**config.mk**
```make
export PLATFORM = sky130hd
export DESIGN_NAME = mem_stage_lsu
export DESIGN_NICKNAME = d
export VERILOG_FILES = /design/src/rtl/mem_stage_lsu.sv
export SDC_FILE = /design/constraint.sdc
export NUM_CORES = 1
export LEC_CHECK = 0
export ABC_AREA = 1
export BUFFER_PORTS_ARGS = -buffer_cell sky130_fd_sc_hd__buf_2
export CORE_AREA = 2 2 130 119
export DETAILED_ROUTE_END_ITERATION = 8
export DIE_AREA = 0 0 132 121
export PLACE_DENSITY = 0.66
export SYNTH_ARGS = -nofsm -noshare
export SYNTH_HDL_FRONTEND = slang
export SYNTH_SLANG_ARGS = --single-unit
```
**constraint.sdc**
```tcl
create_clock -name clk -period 4.7 [get_ports clk]
set_clock_uncertainty 0.05 [all_clocks]
set_input_delay 0.94 -clock clk [delete_from_list [all_inputs] [get_ports clk]]
set_output_delay 0.94 -clock clk [all_outputs]
set_load 0.005 [all_outputs]
```
**src/rtl/mem_stage_lsu.sv**
```systemverilog
// Memory-stage load/store unit: drives one data-memory access per EX/MEM instruction
// over a req/gnt/rvalid bus, stalling the pipeline until the access completes or times out.
module mem_stage_lsu #(
  parameter int MAX_WAIT = 15
) (
  input  logic        clk,
  input  logic        rst,
  input  logic        in_valid,
  input  logic        in_cs_n,
  input  logic        in_mem_read,
  input  logic [1:0]  in_size,
  input  logic        in_unsigned,
  input  logic [31:0] in_addr,
  input  logic [31:0] in_wdata,
  output logic        out_stall,
  output logic        dmem_req,
  output logic        dmem_we,
  output logic [3:0]  dmem_be,
  output logic [31:0] dmem_addr,
  output logic [31:0] dmem_wdata,
  input  logic        dmem_gnt,
  input  logic        dmem_rvalid,
  input  logic [31:0] dmem_rdata,
  output logic [31:0] load_data,
  output logic        load_valid,
  output logic        misaligned,
  output logic        bus_err
);

  typedef enum logic [1:0] {S_IDLE, S_REQ, S_WAIT, S_DONE} state_t;

  localparam logic [7:0] MAX_CNT = 8'(MAX_WAIT);

  state_t      state, state_n;
  logic [7:0]  cnt, cnt_inc;
  logic        start, fault, go, done_ok, timeout;
  logic        op_ld, op_uns;
  logic [1:0]  op_size, op_off;
  logic [3:0]  be_n;
  logic [31:0] wdata_n, rsh, ext;

  assign start = in_valid & ~in_cs_n;
  assign fault = (in_size == 2'b11) |
                 ((in_size == 2'b01) & in_addr[0]) |
                 ((in_size == 2'b10) & (|in_addr[1:0]));
  assign go    = (state == S_IDLE) & start & ~fault;

  // A load's grant is not a completion; it only moves on to waiting for data.
  assign cnt_inc = cnt + 8'd1;
  assign done_ok = ((state == S_REQ) & dmem_gnt & ~op_ld) | ((state == S_WAIT) & dmem_rvalid);
  assign timeout = ((state == S_REQ) | (state == S_WAIT)) & ~done_ok & (cnt_inc == MAX_CNT);

  assign out_stall = ~rst & (go | (state == S_REQ) | (state == S_WAIT));

  always_comb begin
    state_n = state;
    case (state)
      S_IDLE: if (go) state_n = S_REQ;
      S_REQ: begin
        if (timeout)       state_n = S_DONE;
        else if (dmem_gnt) state_n = op_ld ? S_WAIT : S_DONE;
      end
      S_WAIT: if (timeout | dmem_rvalid) state_n = S_DONE;
      default: state_n = S_IDLE;
    endcase
  end

  always_comb begin
    be_n    = 4'b1111;
    wdata_n = in_wdata;
    case (in_size)
      2'b00: begin
        be_n    = 4'b0001 << in_addr[1:0];
        wdata_n = {4{in_wdata[7:0]}};
      end
      2'b01: begin
        be_n    = 4'b0011 << in_addr[1:0];
        wdata_n = {2{in_wdata[15:0]}};
      end
      default: ;
    endcase
  end

  assign rsh = dmem_rdata >> {op_off, 3'b000};

  always_comb begin
    ext = dmem_rdata;
    case (op_size)
      2'b00:   ext = {{24{rsh[7] & ~op_uns}}, rsh[7:0]};
      2'b01:   ext = {{16{rsh[15] & ~op_uns}}, rsh[15:0]};
      default: ;
    endcase
  end

  always_ff @(posedge clk or posedge rst) begin
    if (rst) begin
      state      <= S_IDLE;
      cnt        <= 8'd0;
      op_ld      <= 1'b0;
      op_uns     <= 1'b0;
      op_size    <= 2'b00;
      op_off     <= 2'b00;
      dmem_req   <= 1'b0;
      dmem_we    <= 1'b0;
      dmem_be    <= 4'b0000;
      dmem_addr  <= 32'd0;
      dmem_wdata <= 32'd0;
      load_data  <= 32'd0;
      load_valid <= 1'b0;
      misaligned <= 1'b0;
      bus_err    <= 1'b0;
    end else begin
      state      <= state_n;
      load_valid <= (state_n == S_DONE);
      misaligned <= (state == S_IDLE) & start & fault;
      bus_err    <= timeout;
      if (go) begin
        cnt        <= 8'd0;
        op_ld      <= in_mem_read;
        op_uns     <= in_unsigned;
        op_size    <= in_size;
        op_off     <= in_addr[1:0];
        dmem_req   <= 1'b1;
        dmem_we    <= ~in_mem_read;
        dmem_be    <= be_n;
        dmem_addr  <= {in_addr[31:2], 2'b00};
        dmem_wdata <= wdata_n;
      end else if ((state == S_REQ) | (state == S_WAIT)) begin
        cnt <= cnt_inc;
      end
      if ((state == S_REQ) & (dmem_gnt | timeout)) dmem_req <= 1'b0;
      // Only a live WAIT consumes rdata; stray rvalid elsewhere is ignored.
      if (timeout)                               load_data <= 32'd0;
      else if ((state == S_WAIT) & dmem_rvalid)  load_data <= ext;
    end
  end

endmodule

```
# Word level (Yosys, flattened, before mapping)

Index checks and enable logic that the tools add are counted.

Register bits: 119
Bits in latches: 0
Memory bits (writable): 0
Memory bits (read-only): 0
Input port bits: 106
Output and inout port bits: 106
Word-level logic and storage cells: 79
Memories kept: 0

Add/sub/neg operators: 1
$mul: 0
Divide/modulo/power cells: 0
$lt $le $gt $ge: 0
Equal/unequal tests: 8
Shift-type cells: 3
Muxes and demuxes: 15
Bitwise gates (word level): 30
Reduce and logical (&&, ||, !) cells: 7

Operators with widths:

| kind                  | count |
|---|---|
| $pmux W32 S2          | 2 |
| $mux W32              | 2 |
| $shr A32 B5 Y16       | 1 |
| $mux W8               | 2 |
| $and A1 B1 Y1         | 15 |
| $add A8 B1 Y8 const B | 1 |
| $eq A2 B2 Y1 const B  | 4 |
| $eq A8 B4 Y1 const B  | 1 |
| $mux W2               | 4 |
| $or A1 B1 Y1          | 8 |
| $pmux W4 S2           | 1 |
| $not A1 Y1            | 7 |
| $eq A2 B1 Y1 const B  | 3 |
| $logic_not A2 Y1      | 3 |
| $pmux W2 S3           | 1 |
| $reduce_bool A2 Y1    | 3 |
| $shl A1 B2 Y4 const A | 1 |
| $shl A2 B2 Y4 const A | 1 |
| $mux W1               | 3 |
| $reduce_or A2 Y1      | 1 |

# Longest topological paths before layout

Word-level depth: 11
Depth in mapped cells: 13
Gate-level depth less buffers: 13

# Least setup slack after synthesis

No wires, ideal clock.

Kind: input -> output
From: in in_addr[1]
To: out out_stall
Data arrival time: 1.819 ns
Required time: 3.710 ns
Path slack: 1.891 ns
Cell stages on the path: 7
Path buffers: 2
Cells stage by stage: inv_1 nand2_1 nand3_1 nand3_2 buf_2 buf_2 a21oi_1

Longest elaborated chain between the ends: 8

RTL lines:

| item                       | line | RTL |
|---|---|---|
| start, declared            | 13   | `input logic [31:0] in_addr,` |
| $reduce_or A2 Y1           | 45   | `((in_size == 2'b10) & (\|in_addr[1:0]));` |
| $and A1 B1 Y1              | 45   |  |
| $or A1 B1 Y1               | 44   | `((in_size == 2'b01) & in_addr[0]) \|` |
| $not A1 Y1                 | 46   | `assign go = (state == S_IDLE) & start & ~fault;` |
| $and A1 B1 Y1              | 46   |  |
| $or A1 B1 Y1 (2 in series) | 53   | `assign out_stall = ~rst & (go \| (state == S_REQ) \| (state == S_WAIT));` |
| $and A1 B1 Y1              | 53   |  |
| end, declared              | 15   | `output logic out_stall,` |

No other way between the ends.

# Worst setup path after layout

From: reg state[0]
To: out out_stall

Longest elaborated chain between the ends: 6
Elaborated cells between the ends (all ways): 8
Those cells by class: 2 x eq/ne; 5 x bitwise; 1 x reduce/logical

RTL lines:

| item                        | line | RTL |
|---|---|---|
| start, declared             | 34   | `state_t state, state_n;` |
| start signal, assigned      | 113  | `state <= state_n;` |
| $logic_not A2 Y1            | 46   |  |
| $and A1 B1 Y1 (2 in series) | 46   |  |
| $or A1 B1 Y1                | 53   |  |
| $or A1 B1 Y1 *              | 53   |  |
| $and A1 B1 Y1 *             | 53   |  |

Every way passes the cells marked *; elsewhere a longest branch is shown, timed or not.

==> results.yml <==
run_status:
  status: "complete, no violations"
synth:
  synth_area_um2: 5740
  yosys.cell_types.count: 37
  postSynthCellCount: 708
  synthDominantCellAreaShare_pct: 51.9
  ys_ff_latch: 119
  syn_avg_cell_area_um2: 8.11
  synth_top_cell_by_area: "dfrtp_1"
  yosys-top-cells-area: "dfrtp_1 52%, nand2_1 17%, o21ai_0 5.2%"
  ys_seq_area_share_pct: 51.9
  ys.warnings.count: 0
routing:
  drtIter0Drc: 462
  totalWireLength_um: 16700
  ant_nets: 0
  drc: 0
  via_count: 5625
  drt_first_pass_iters: 4
  wire_per_inst_um: 15.0
  via_per_inst: 5.05
flow_run:
  drv_cap: 0
power_and_ir_drop:
  seqPwrFrac_pct: 35.8
  power_frac_comb_pct: 35.5
  power.density_nw_per_um2: 687
  cellLeakagePower_nw: 4.20
  intPower_mw: 3.31
  power_frac_clock_pct: 28.8
  swShare_pct: 36.4
  vdd_drop_max_mv: 0.303
  p_switching_mw: 1.89
cts:
  postCtsSetupRepairBufs: 0
  clockRootBuffer: "clkbuf_16"
  cts_num_sinks: 119
  cts_made_buffers: 17
  cts_resized: 0
  worstSkewPairLatency_ps: 410
  hold_buffers: 0
  htreeDepth: 4
  clockBufferDepth: 2
  clkTransAtPathRegs_ps: 60
  tritoncts: "done"
place:
  place_ws_ps: 1540
  gp_congestion: 0.828
  place.detailed.hpwl_um: 11600
  io_buffers: 209
sta:
  period_share_pct: 67.5
  slew_violations: 0
  worst_slew_pin_slew_ps: 891
  rsz0062_at_grt: "no"
  fin_ws_ps: 1530
  max_freq_mhz: 315
  setup_viol: 0
  slew_headroom_pct: 40.6
  finalHoldViolCount: 0
  setup_tns_ps: 0
  period_needed_ps: 3170
worst_setup_path:
  cp-start-kind: "flip-flop"
  r2r_slack_ps: 1830
  r2r_end: "load_valid"
  crit_required_ps: 3710
  r2r-start: "state[0]"
  setup.worst_path.end: "out_stall"
  startpoint: "state[0]"
  cp_num_buf_inv: 2
  cpPeakStageDelay_ps: 430
  cp_cell_sequence: "inv_1, ha_1, nand2_1, nor2_1, nand3_4, a21oi_1, buf_2"
  reg2reg_depth: 14
  path_max_fanout: 34
  path_depth: 7
  crit_type: "reg2out"
  critPathArrivalTime_ps: 2180
  slowest_stage: "dfrtp_1"
  crit_family: "simple AND/OR/NAND/NOR gates"
  end_kind: "output pin"
layout:
  fin_nets: 1014
  n_antenna_cell: 0
  fill_cells: 1417
  drive_above_1_share_pct: 28.1
  final_common_cell: "nand2_1"
  synthToLayoutAreaGrowth_pct: 32.0
  final_cell_mix: "256 x nand2_1, 209 x buf_2, 119 x dfrtp_1"
floorplan:
  dieArea_um2: 16000
  start_util_pct: 39.4
  core_um2: 14600
  die_w_um: 132
  rows: 42
  io_pins: 212
  die_h_um: 121
grt:
  grt_pass1_wl_um: 26600
  grt_use_total_pct: 21.2
  overflow: 0
  grt_pass1_vias: 5197
  grt_antenna_before_repair: 0
  grt_max_degree: 67
worst_hold_path:
  holdCritPathClass: "reg2reg"
[layout make-up]
| cell class | instances | area, um2 | share of cell area, % |
|---|---|---|---|
| sequential | 119 | 2980 | 39.3 |
| multi-input combinational | 503 | 2410 | 31.8 |
| timing repair buffer | 213 | 1080 | 14.2 |
| clock buffer | 22 | 494 | 6.52 |
| tap | 198 | 248 | 3.27 |
| clock inverter | 10 | 189 | 2.49 |
| inverter | 48 | 183 | 2.41 |
[through the flow]
| step | util [%] | power (mW) | hold slack [ps] | area [um2] | instances |
|---|---|---|---|---|---|
| after CTS | 52.0 | 5.25 | 426 | 7570 | 1113 |
| after detailed placement | 47.3 | 3.72 | 410 | 6890 | 1081 |
| after global routing | 52.0 | 5.61 | 442 | 7570 | 1113 |
| after global placement | 47.3 | 3.69 | 410 | 6890 | 1081 |
| after floorplan | - | 2.97 | 422 | 5740 | 709 |
| final | 52.0 | 5.20 | 423 | 7570 | 1113 |
[synthesized netlist by cell type]
cell type,instances
buf_6,1
buf_2,16
o22ai_1,1
nand2_4,1
or2_2,1
buf_4,3
a21boi_0,1
nand4_1,4
clkinv_1,1
conb_1,1
inv_1,45
nand2_2,2
a22o_1,7
a31oi_1,3
a21oi_1,22
o32ai_1,3
mux2i_1,1
dfrtp_1,119
nand3b_1,1
o211ai_1,28
nand3_1,58
clkbuf_1,17
ha_1,6
inv_2,2
o21ai_0,60
o21a_1,4
nand2_1,256
a22oi_1,1
a21oi_2,1
o221ai_1,1
nand3_2,4
nor2_1,28
o21bai_1,1
buf_1,2
o21ai_1,2
o311ai_0,1
o2111ai_1,3
[logic make-up after synthesis]
logic type               share of synthesized area (%)
buffers and inverters                             6.37
AO/OA/AOI/OAI                                     14.8
multiplexers                                     0.174
flip-flops                                        51.9
adder cells (fa/ha/maj)                           1.31
AND/OR/NAND/NOR                                   25.4
other                                           0.0653
[how the worst min path moves through the flow]
stage / startpoint / to / cells past startpoint
after detailed placement: dmem_addr[15] / dmem_addr[15] / 2
after CTS: dmem_addr[15] / dmem_addr[15] / 2
after global placement: dmem_addr[10] / dmem_addr[10] / 2
final: dmem_addr[17] / dmem_addr[17] / 2
after floorplan: dmem_addr[10] / dmem_addr[10] / 2
after global routing: dmem_addr[15] / dmem_addr[15] / 2
[routing by layer]
| layer | share of wire (%) | track usage (%) | up-vias |
|---|---|---|---|
| met5 | 0 | 0 | - |
| met4 | 1.5 | 7.74 | 0 |
| met3 | 9.2 | 8.02 | 21 |
| met2 | 45 | 31.5 | 257 |
| met1 | 44 | 28.3 | 2613 |
| li1 | - | - | 2734 |
[state kept, by name, indices dropped and copies added (netlist names)]
name        cells
dmem_be         4
cnt             8
dmem_we         1
op_ld           1
op_uns          1
state           2
load_valid      1
dmem_req        1
dmem_addr      30
dmem_wdata     32
misaligned      1
bus_err         1
op_off          2
op_size         2
load_data      32
[power by group through the flow]
stage	combinational, mW	clock [mW]	sequential, mW
after floorplan	1.15	0	1.82
after global placement	1.83	0	1.87
final	1.85	1.50	1.86
after global routing	2.11	1.57	1.93
after detailed placement	1.87	0	1.85
after CTS	1.87	1.52	1.86
[worst min-delay path: stages, from the launching register on]
cell and delay [ps]:
dfrtp_1 340, nand2_1 60, nand2_1 50
No activity file was read; power rests on OpenSTA's default activity.
